`config.mk`:
```
export PLATFORM = sky130hd
export DESIGN_NAME = key_sequencer_flat
export DESIGN_NICKNAME = d
export VERILOG_FILES = /design/src/rtl/key_sequencer_if.sv /design/src/rtl/key_sequencer.sv /design/src/flat_wrapper.sv
export SDC_FILE = /design/constraint.sdc
export NUM_CORES = 1
export LEC_CHECK = 0
export ABC_CLOCK_PERIOD_IN_PS = 4600
export CORE_UTILIZATION = 25
export CTS_BUF_LIST = sky130_fd_sc_hd__clkbuf_4 sky130_fd_sc_hd__clkbuf_8
export DETAILED_ROUTE_END_ITERATION = 10
export GPL_ROUTABILITY_DRIVEN = 0
export PLACE_DENSITY = 0.46
export SLEW_MARGIN = 20
export SYNTH_ARGS = -nofsm -noshare
export SYNTH_HDL_FRONTEND = slang
export SYNTH_SLANG_ARGS = --single-unit
```
`constraint.sdc`:
```
create_clock -name Seq_CLK -period 4.6 [get_ports Seq_CLK]
set_input_delay 0.92 -clock Seq_CLK [delete_from_list [all_inputs] [get_ports Seq_CLK]]
set_output_delay 0.92 -clock Seq_CLK [all_outputs]
set_load 0.005 [all_outputs]
```
`src/rtl/key_sequencer_if.sv`:
```
`default_nettype none
// ============================================================================
// Module   : key_sequencer_if
// Purpose  : Handshake/data bundle between a key-code requester and the
//            key_sequencer keypad driver.
// Signals  : Start     - request to play Code_IN (requester -> sequencer)
//            Abort     - cancel the sequence in progress
//            Code_IN   - four 2-bit key indices, digit0 in [1:0]
//            Key_OUT   - one-hot keypad drive or 4'b0000
//            Busy      - sequence in progress
//            Done      - one-cycle completion pulse
//            Digit_IDX - digit currently being played, 0 when idle
// Revision : 1.0 - initial release
// ============================================================================
interface key_sequencer_if;
  logic       Start;
  logic       Abort;
  logic [7:0] Code_IN;
  logic [3:0] Key_OUT;
  logic       Busy;
  logic       Done;
  logic [1:0] Digit_IDX;

  // Requester side
  modport master (
    output Start, Abort, Code_IN,
    input  Key_OUT, Busy, Done, Digit_IDX
  );

  // Sequencer side
  modport slave (
    input  Start, Abort, Code_IN,
    output Key_OUT, Busy, Done, Digit_IDX
  );
endinterface
`default_nettype wire

```
`src/rtl/key_sequencer.sv`:
```
`default_nettype none
// ============================================================================
// Module   : key_sequencer
// Purpose  : Plays a latched 4-digit key code onto a one-hot keypad drive.
//            Each key is held for HOLD_CYC cycles followed by GAP_CYC idle
//            cycles, then a one-cycle FINISH state pulses Done.
// Ports    : Seq_CLK  - clock, rising edge
//            Seq_RSTn - asynchronous active-low reset
//            bus      - key_sequencer_if.slave (Start, Abort, Code_IN in;
//                       Key_OUT, Busy, Done, Digit_IDX out)
// Params   : HOLD_CYC - key hold time in cycles (1..255)
//            GAP_CYC  - zero interval after each key in cycles (1..255)
// Revision : 1.0 - initial release
// ============================================================================
module key_sequencer #(
  parameter int HOLD_CYC = 4,
  parameter int GAP_CYC  = 2
) (
  input  logic            Seq_CLK,
  input  logic            Seq_RSTn,
  key_sequencer_if.slave  bus
);

  localparam logic [1:0] IDLE   = 2'd0;
  localparam logic [1:0] HOLD   = 2'd1;
  localparam logic [1:0] GAP    = 2'd2;
  localparam logic [1:0] FINISH = 2'd3;

  // Counters run down to zero, so a phase of N cycles loads N-1.
  localparam logic [7:0] HOLD_LOAD = 8'(HOLD_CYC - 1);
  localparam logic [7:0] GAP_LOAD  = 8'(GAP_CYC - 1);

  logic [1:0] state;
  logic [7:0] cyc_cnt;
  logic [1:0] digit;
  logic [7:0] code_q;
  logic [3:0] key_q;

  function automatic logic [3:0] onehot(input logic [1:0] idx);
    onehot = 4'b0001 << idx;
  endfunction

  function automatic logic [1:0] digit_of(input logic [7:0] code, input logic [1:0] idx);
    case (idx)
      2'd0:    digit_of = code[1:0];
      2'd1:    digit_of = code[3:2];
      2'd2:    digit_of = code[5:4];
      default: digit_of = code[7:6];
    endcase
  endfunction

  always_ff @(posedge Seq_CLK or negedge Seq_RSTn) begin
    if (!Seq_RSTn) begin
      state   <= IDLE;
      cyc_cnt <= 8'd0;
      digit   <= 2'd0;
      code_q  <= 8'd0;
      key_q   <= 4'b0000;
    end else if (bus.Abort) begin
      // Abort wins everywhere: in IDLE it also suppresses a same-cycle Start.
      state   <= IDLE;
      cyc_cnt <= 8'd0;
      digit   <= 2'd0;
      key_q   <= 4'b0000;
    end else begin
      case (state)
        IDLE: begin
          if (bus.Start) begin
            code_q  <= bus.Code_IN;
            digit   <= 2'd0;
            cyc_cnt <= HOLD_LOAD;
            // Key is registered on the same edge that enters HOLD so the
            // first press is visible immediately after the Start edge.
            key_q   <= onehot(bus.Code_IN[1:0]);
            state   <= HOLD;
          end
        end
        HOLD: begin
          if (cyc_cnt == 8'd0) begin
            state   <= GAP;
            cyc_cnt <= GAP_LOAD;
            key_q   <= 4'b0000;
          end else begin
            cyc_cnt <= cyc_cnt - 8'd1;
          end
        end
        GAP: begin
          if (cyc_cnt == 8'd0) begin
            if (digit == 2'd3) begin
              state <= FINISH;
            end else begin
              digit   <= digit + 2'd1;
              cyc_cnt <= HOLD_LOAD;
              key_q   <= onehot(digit_of(code_q, digit + 2'd1));
              state   <= HOLD;
            end
          end else begin
            cyc_cnt <= cyc_cnt - 8'd1;
          end
        end
        FINISH: begin
          state   <= IDLE;
          digit   <= 2'd0;
          cyc_cnt <= 8'd0;
          key_q   <= 4'b0000;
        end
        default: begin
          state   <= IDLE;
          digit   <= 2'd0;
          cyc_cnt <= 8'd0;
          key_q   <= 4'b0000;
        end
      endcase
    end
  end

  // Busy/Done decode straight from the state register, so they clear
  // together with the state on an asynchronous reset.
  assign bus.Key_OUT   = key_q;
  assign bus.Busy      = (state != IDLE);
  assign bus.Done      = (state == FINISH);
  assign bus.Digit_IDX = digit;

endmodule
`default_nettype wire

```
`src/flat_wrapper.sv`:
```
// flat-port wrapper written by rule: the top's interface ports become plain ports
module key_sequencer_flat 
#(
  parameter int HOLD_CYC = 4,
  parameter int GAP_CYC  = 2
)
  (Seq_CLK, Seq_RSTn, bus_Start, bus_Abort, bus_Code_IN, bus_Key_OUT, bus_Busy, bus_Done, bus_Digit_IDX);
  key_sequencer_if bus_i ();
  input  logic Seq_CLK;
  input  logic Seq_RSTn;
  input wire logic [$bits(bus_i.Start)-1:0] bus_Start;
  input wire logic [$bits(bus_i.Abort)-1:0] bus_Abort;
  input wire logic [$bits(bus_i.Code_IN)-1:0] bus_Code_IN;
  output wire logic [$bits(bus_i.Key_OUT)-1:0] bus_Key_OUT;
  output wire logic [$bits(bus_i.Busy)-1:0] bus_Busy;
  output wire logic [$bits(bus_i.Done)-1:0] bus_Done;
  output wire logic [$bits(bus_i.Digit_IDX)-1:0] bus_Digit_IDX;
  assign bus_i.Start = bus_Start;
  assign bus_i.Abort = bus_Abort;
  assign bus_i.Code_IN = bus_Code_IN;
  assign bus_Key_OUT = bus_i.Key_OUT;
  assign bus_Busy = bus_i.Busy;
  assign bus_Done = bus_i.Done;
  assign bus_Digit_IDX = bus_i.Digit_IDX;
  key_sequencer #(.HOLD_CYC(HOLD_CYC), .GAP_CYC(GAP_CYC)) u_core (.Seq_CLK(Seq_CLK), .Seq_RSTn(Seq_RSTn), .bus(bus_i));
endmodule
```
# After elaboration in Yosys (flattened, before gate mapping)
# Index checks and enable logic that the tools add are counted.
[classes] n_addsub=2 reduce_logical=10 bitwise_logic=1 muxes=28 shifts=2 n_eq_ne=11
[ops] cell="8-bit 2-to-1 mux" count=5
[ops] cell="8-bit one-hot mux with 4 select lines" count=1
[ops] cell="2-bit 2-to-1 mux" count=13
[ops] cell="4-bit 2-to-1 mux" count=5
[ops] cell="4-bit one-hot mux with 4 select lines" count=1
[ops] cell="2-bit one-hot mux with 3 select lines" count=2
[ops] cell="2-bit == test, second input constant" count=4
[ops] cell="8-bit logical NOT" count=1
[ops] cell="2-bit one-hot mux with 4 select lines" count=1
[ops] cell="4-bit AND reduction" count=2
[ops] cell="1-bit by 2-bit << shifter with 4-bit output, first input constant" count=2
[ops] cell="8-bit by 1-bit subtractor with 8-bit output, second input constant" count=1
[ops] cell="3-bit by 2-bit != test with 1-bit output, second input constant" count=2
[ops] cell="3-bit != test, second input constant" count=2
[ops] cell="3-bit AND reduction" count=2
[ops] cell="2-bit by 1-bit == test with 1-bit output, second input constant" count=2
[ops] cell="2-bit logical NOT" count=2
[ops] cell="4-bit != test, second input constant" count=1
[ops] cell="4-bit nonzero test" count=1
[ops] cell="2-bit by 1-bit adder with 2-bit output, second input constant" count=1
[ops] cell="2-bit AND reduction" count=1
[ops] cell="2-bit nonzero test" count=1
[ops] cell="1-bit NOT" count=1
[totals] regBits=24 inputBits=12 out_inout_bits=8

# Logic depth before layout (Yosys ltp)
[depth] ltp_word=12 depth_mapped=7

# Worst setup path after synthesis
# No wires, ideal clock.
[synth_path] path_type="input-to-reg" from="input port bus_Abort" to="register u_core.cyc_cnt[5]" arrival_time_ns=2.179 path_slack_ns=2.342 stages=6 t_required_ns=4.521 path_cell_list="clkbuf_1 nor4bb_1 a31o_2 clkbuf_1 nor4_1 mux2i_1"
[synth_via] elab_chain_cells=2 elab_cells_between_ends=4
[synth_lines] element="start, declared" line_no="flat_wrapper.sv:12" source="input wire logic [$bits(bus_i.Abort)-1:0] bus_Abort;"
[synth_lines] element="4-bit != test (no source line) / 3-bit != test (equally long branches)"
[synth_lines] element="2-bit AND reduction (no source line)"
[synth_lines] element="end signal, assigned" line_no="key_sequencer.sv:84" source="cyc_cnt <= cyc_cnt - 8'd1;"
[synth_lines] element="end signal, assigned" line_no="key_sequencer.sv:98" source="cyc_cnt <= cyc_cnt - 8'd1;"
[synth_lines] element="end, declared" line_no="key_sequencer.sv:34" source="logic [7:0] cyc_cnt;"
# Several ways; a longest one is shown, not always the timed one.
# A chain may end at the register's enable or synchronous reset.

# Worst setup path in the final report
[layout_path] from="input port bus_Abort" to="register u_core.cyc_cnt[4]"
# The elaborated chain is that of the path after synthesis.

==> metrics.csv <==
metric,value,unit
first-pass iteration count of the detailed router,4,
critical path arrival,2.67,ns
layout cell share with drive strength beyond 1,9.74,%
Final Hold Viols,0,
diode count,0,
nets,172,
gr usage total,11.4,%
Ys Warns,0,
CP Cell Sequence,clkdlybuf4s50_1 > nor2_1 > a21boi_1 > o21ai_0 > a21oi_1,
syn_nets,154,
GR Overflow Total,0,
peak supply drop,0.185,mV
Fmax,402,MHz
Routed Antenna Nets,0,
top post-synthesis cells by area,"dfrtp_1 (45%), mux2_2 (5.0%), ha_1 (4.6%)",
"Min Clock Period, post-route",2.49,ns
Final Max Slew Viols,0,
drt total wl,2920,um
via count,1103,
root buffer cell,clkbuf_8,
share of the synthesized area in the top cell type,44.6,%
Netlist cell types,36,
area growth from synthesis to layout,23.9,%
DRT iter0 DRCs,59,
first-pass GRT wire length,4910,um
fill cell count,560,
Worst Path Buf+Inv,1,
vias in the first global route,1055,
synthesized area,0.00135,mm2
status,"complete, no violations",
Worst path slowest cell,clkdlybuf4s50_1,
setup violators final,0,
CP Max Fanout,10,
IO Port Bufs,19,
Hold/Removal Path Class,reg -> reg,
CP endpoint kind,flip-flop,
initial antenna violation count,0,
final cycle utilization of the critical path,54.0,%
die area,0.00569,mm2
WL/cell,13.0,um
CTS Buf Count,3,
Worst setup SP type,input port,
clk_lat worst skew,0.26,ns
Seq. cell area,601,um2
post-synthesis average cell area,9.84,um2
Pwr Density,594,mW/mm2
pin count of the biggest net entering global routing,25,
Post-Synthesis Cells,137,
crit-path leading delay family,compound AO/OA/AOI/OAI gates,
final cell count without fillers,224,
die width,75.4,um
CTS Buffer Depth,2,
clk_skew,0.00144,ns
# clock sinks,24,
Tightest Pin Transition,0.536,ns
clock slew at reported path FFs,0.08,ns
Detailed Place HPWL,2300,um
WP data required,4.79,ns
Yosys top cell by area,dfrtp_1,
# Max-Cap Violations,0,
Via density,4.92,
Final WS setup,2.11,ns
Core ar.,0.00514,mm2
CTS tree,done,
setup TNS,0,ns
post-synthesis sequential area ratio,44.6,%
FP Rows,26,
Post-CTS Setup Inserts,0,
slew margin rel.,64.2,%
Power Total,0.992,mW
Multi-input gate area,687,um2
Hold Buf Count CTS,0,
Placed Cells,220,
residual DRC count,0,
Max stage delay on crit path,0.56,ns
I/O Pins,20,
post-place setup slack,1.82,ns
Die Y,75.4,um
critical path type,in -> reg,
Yosys reg bits,24,
LEAKAGE,0.685,nW
initial core utilization,26.2,%
RSZ-0062 raised after global routing,false,
# resized after CTS,0,
CTS H-tree lvls,1,
per-layer routing:
metal	up-vias	share of wire, %	global-route usage [%]
li1	546	-	-
met1	538	43	13.4
met2	17	54	21.3
met3	2	3.3	3.04
met4	0	0.24	1.23
met5	-	0	0
sequential cells by signal, indices dropped and copies added (netlist names):
signal	flops
u_core.cyc_cnt	8
u_core.state	2
u_core.bus.Key_OUT	4
u_core.code_q	8
u_core.bus.Digit_IDX	2
Yosys cell counts:
master      n
or4_1       2
nand2b_1    2
o31a_1      1
o21ai_0     8
mux2_2      6
nand3_1     2
inv_1      10
a21boi_1    1
o211ai_1    6
a211o_1     1
mux2i_1     2
a21o_1      4
o22ai_1     1
a21oi_1     9
dfrtp_1    24
nand2_1     5
a31o_2      1
clkbuf_1    6
a311oi_1    1
a2111oi_0   1
a22o_1      1
or2_2       3
and2_1      1
o21a_1      2
a22oi_1     3
o31ai_1     4
nor4bb_1    1
or3b_1      1
nor2_1      4
nor4_1      4
ha_1        5
or3_1      10
nor3b_1     2
a221o_1     1
a221oi_1    1
and3_1      1
cells in the final DEF (no fill, tap or decap), drive strengths merged, types with 2 or more instances in the layout:
cell	Yosys	routed
nand2b	2	2
or3	10	10
ha	5	5
nor4	4	4
o21ai	8	8
or2	3	3
dfrtp	24	24
a21o	4	4
nor2	4	4
o211ai	6	6
a21oi	9	9
a22oi	3	3
clkbuf	6	3
mux2	6	6
mux2i	2	2
nor3b	2	2
o31ai	4	4
nand3	2	2
inv	10	10
o21a	2	2
or4	2	2
nand2	5	5
clkdlybuf4s50	0	18
cell families after synthesis:
logic type / after synthesis / synth area share (%)
AOI/OAI and AO/OA: 46 / 23.2
muxes: 8 / 6.50
buffers and inverters: 16 / 4.46
and+or+nand+nor: 38 / 16.6
adders and majority gates: 5 / 4.64
DFF: 24 / 44.6
worst register-to-register path: stages, from the launching register on:
cell and delay [ns]:
dfrtp_1 0.43, inv_1 0.07, ha_1 0.17, or3b_1 0.43, or3_1 0.43, or3_1 0.35
o22ai_1 0.17
through the flow:
stage | utilization (%) | hold slack, ns | instance area, um2
floorplan | - | 0.481 | 1350
global route | 32.5 | 0.539 | 1670
detailed placement | 31.2 | 0.498 | 1600
global placement | 31.2 | 0.492 | 1600
CTS | 32.6 | 0.520 | 1670
finish | 32.5 | 0.513 | 1670
final timing paths:
kind | start | end | slack (ns) | cells past startpoint
worst min-delay path | u_core.code_q[0] | u_core.code_q[0] | 0.51 | 1
worst min register to register | u_core.code_q[0] | u_core.code_q[0] | 0.51 | 1
max in group asynchronous | Seq_RSTn | u_core.code_q[7] | 3.61 | 1
min in group asynchronous | Seq_RSTn | u_core.cyc_cnt[4] | 0.62 | 1
worst max register to register | u_core.cyc_cnt[0] | u_core.bus.Digit_IDX[1] | 2.48 | 6
worst max-delay path | bus_Abort | u_core.cyc_cnt[4] | 2.11 | 5
where the power goes:
part	switching [mW]	leakage (nW)	internal, mW
clock	0.0679	0.0357	0.116
sequential	0.0797	0.310	0.295
combinational	0.229	0.339	0.205
final cells by class:
type | count | share of cell area, %
clock buffer | 3 | 2.47
inverter | 10 | 2.25
sequential | 24 | 36.0
tap | 70 | 5.25
multi-input combinational | 97 | 41.2
clock inverter | 1 | 1.80
timing repair buffer | 19 | 11.1
Power figures use the tool's default switching activity.
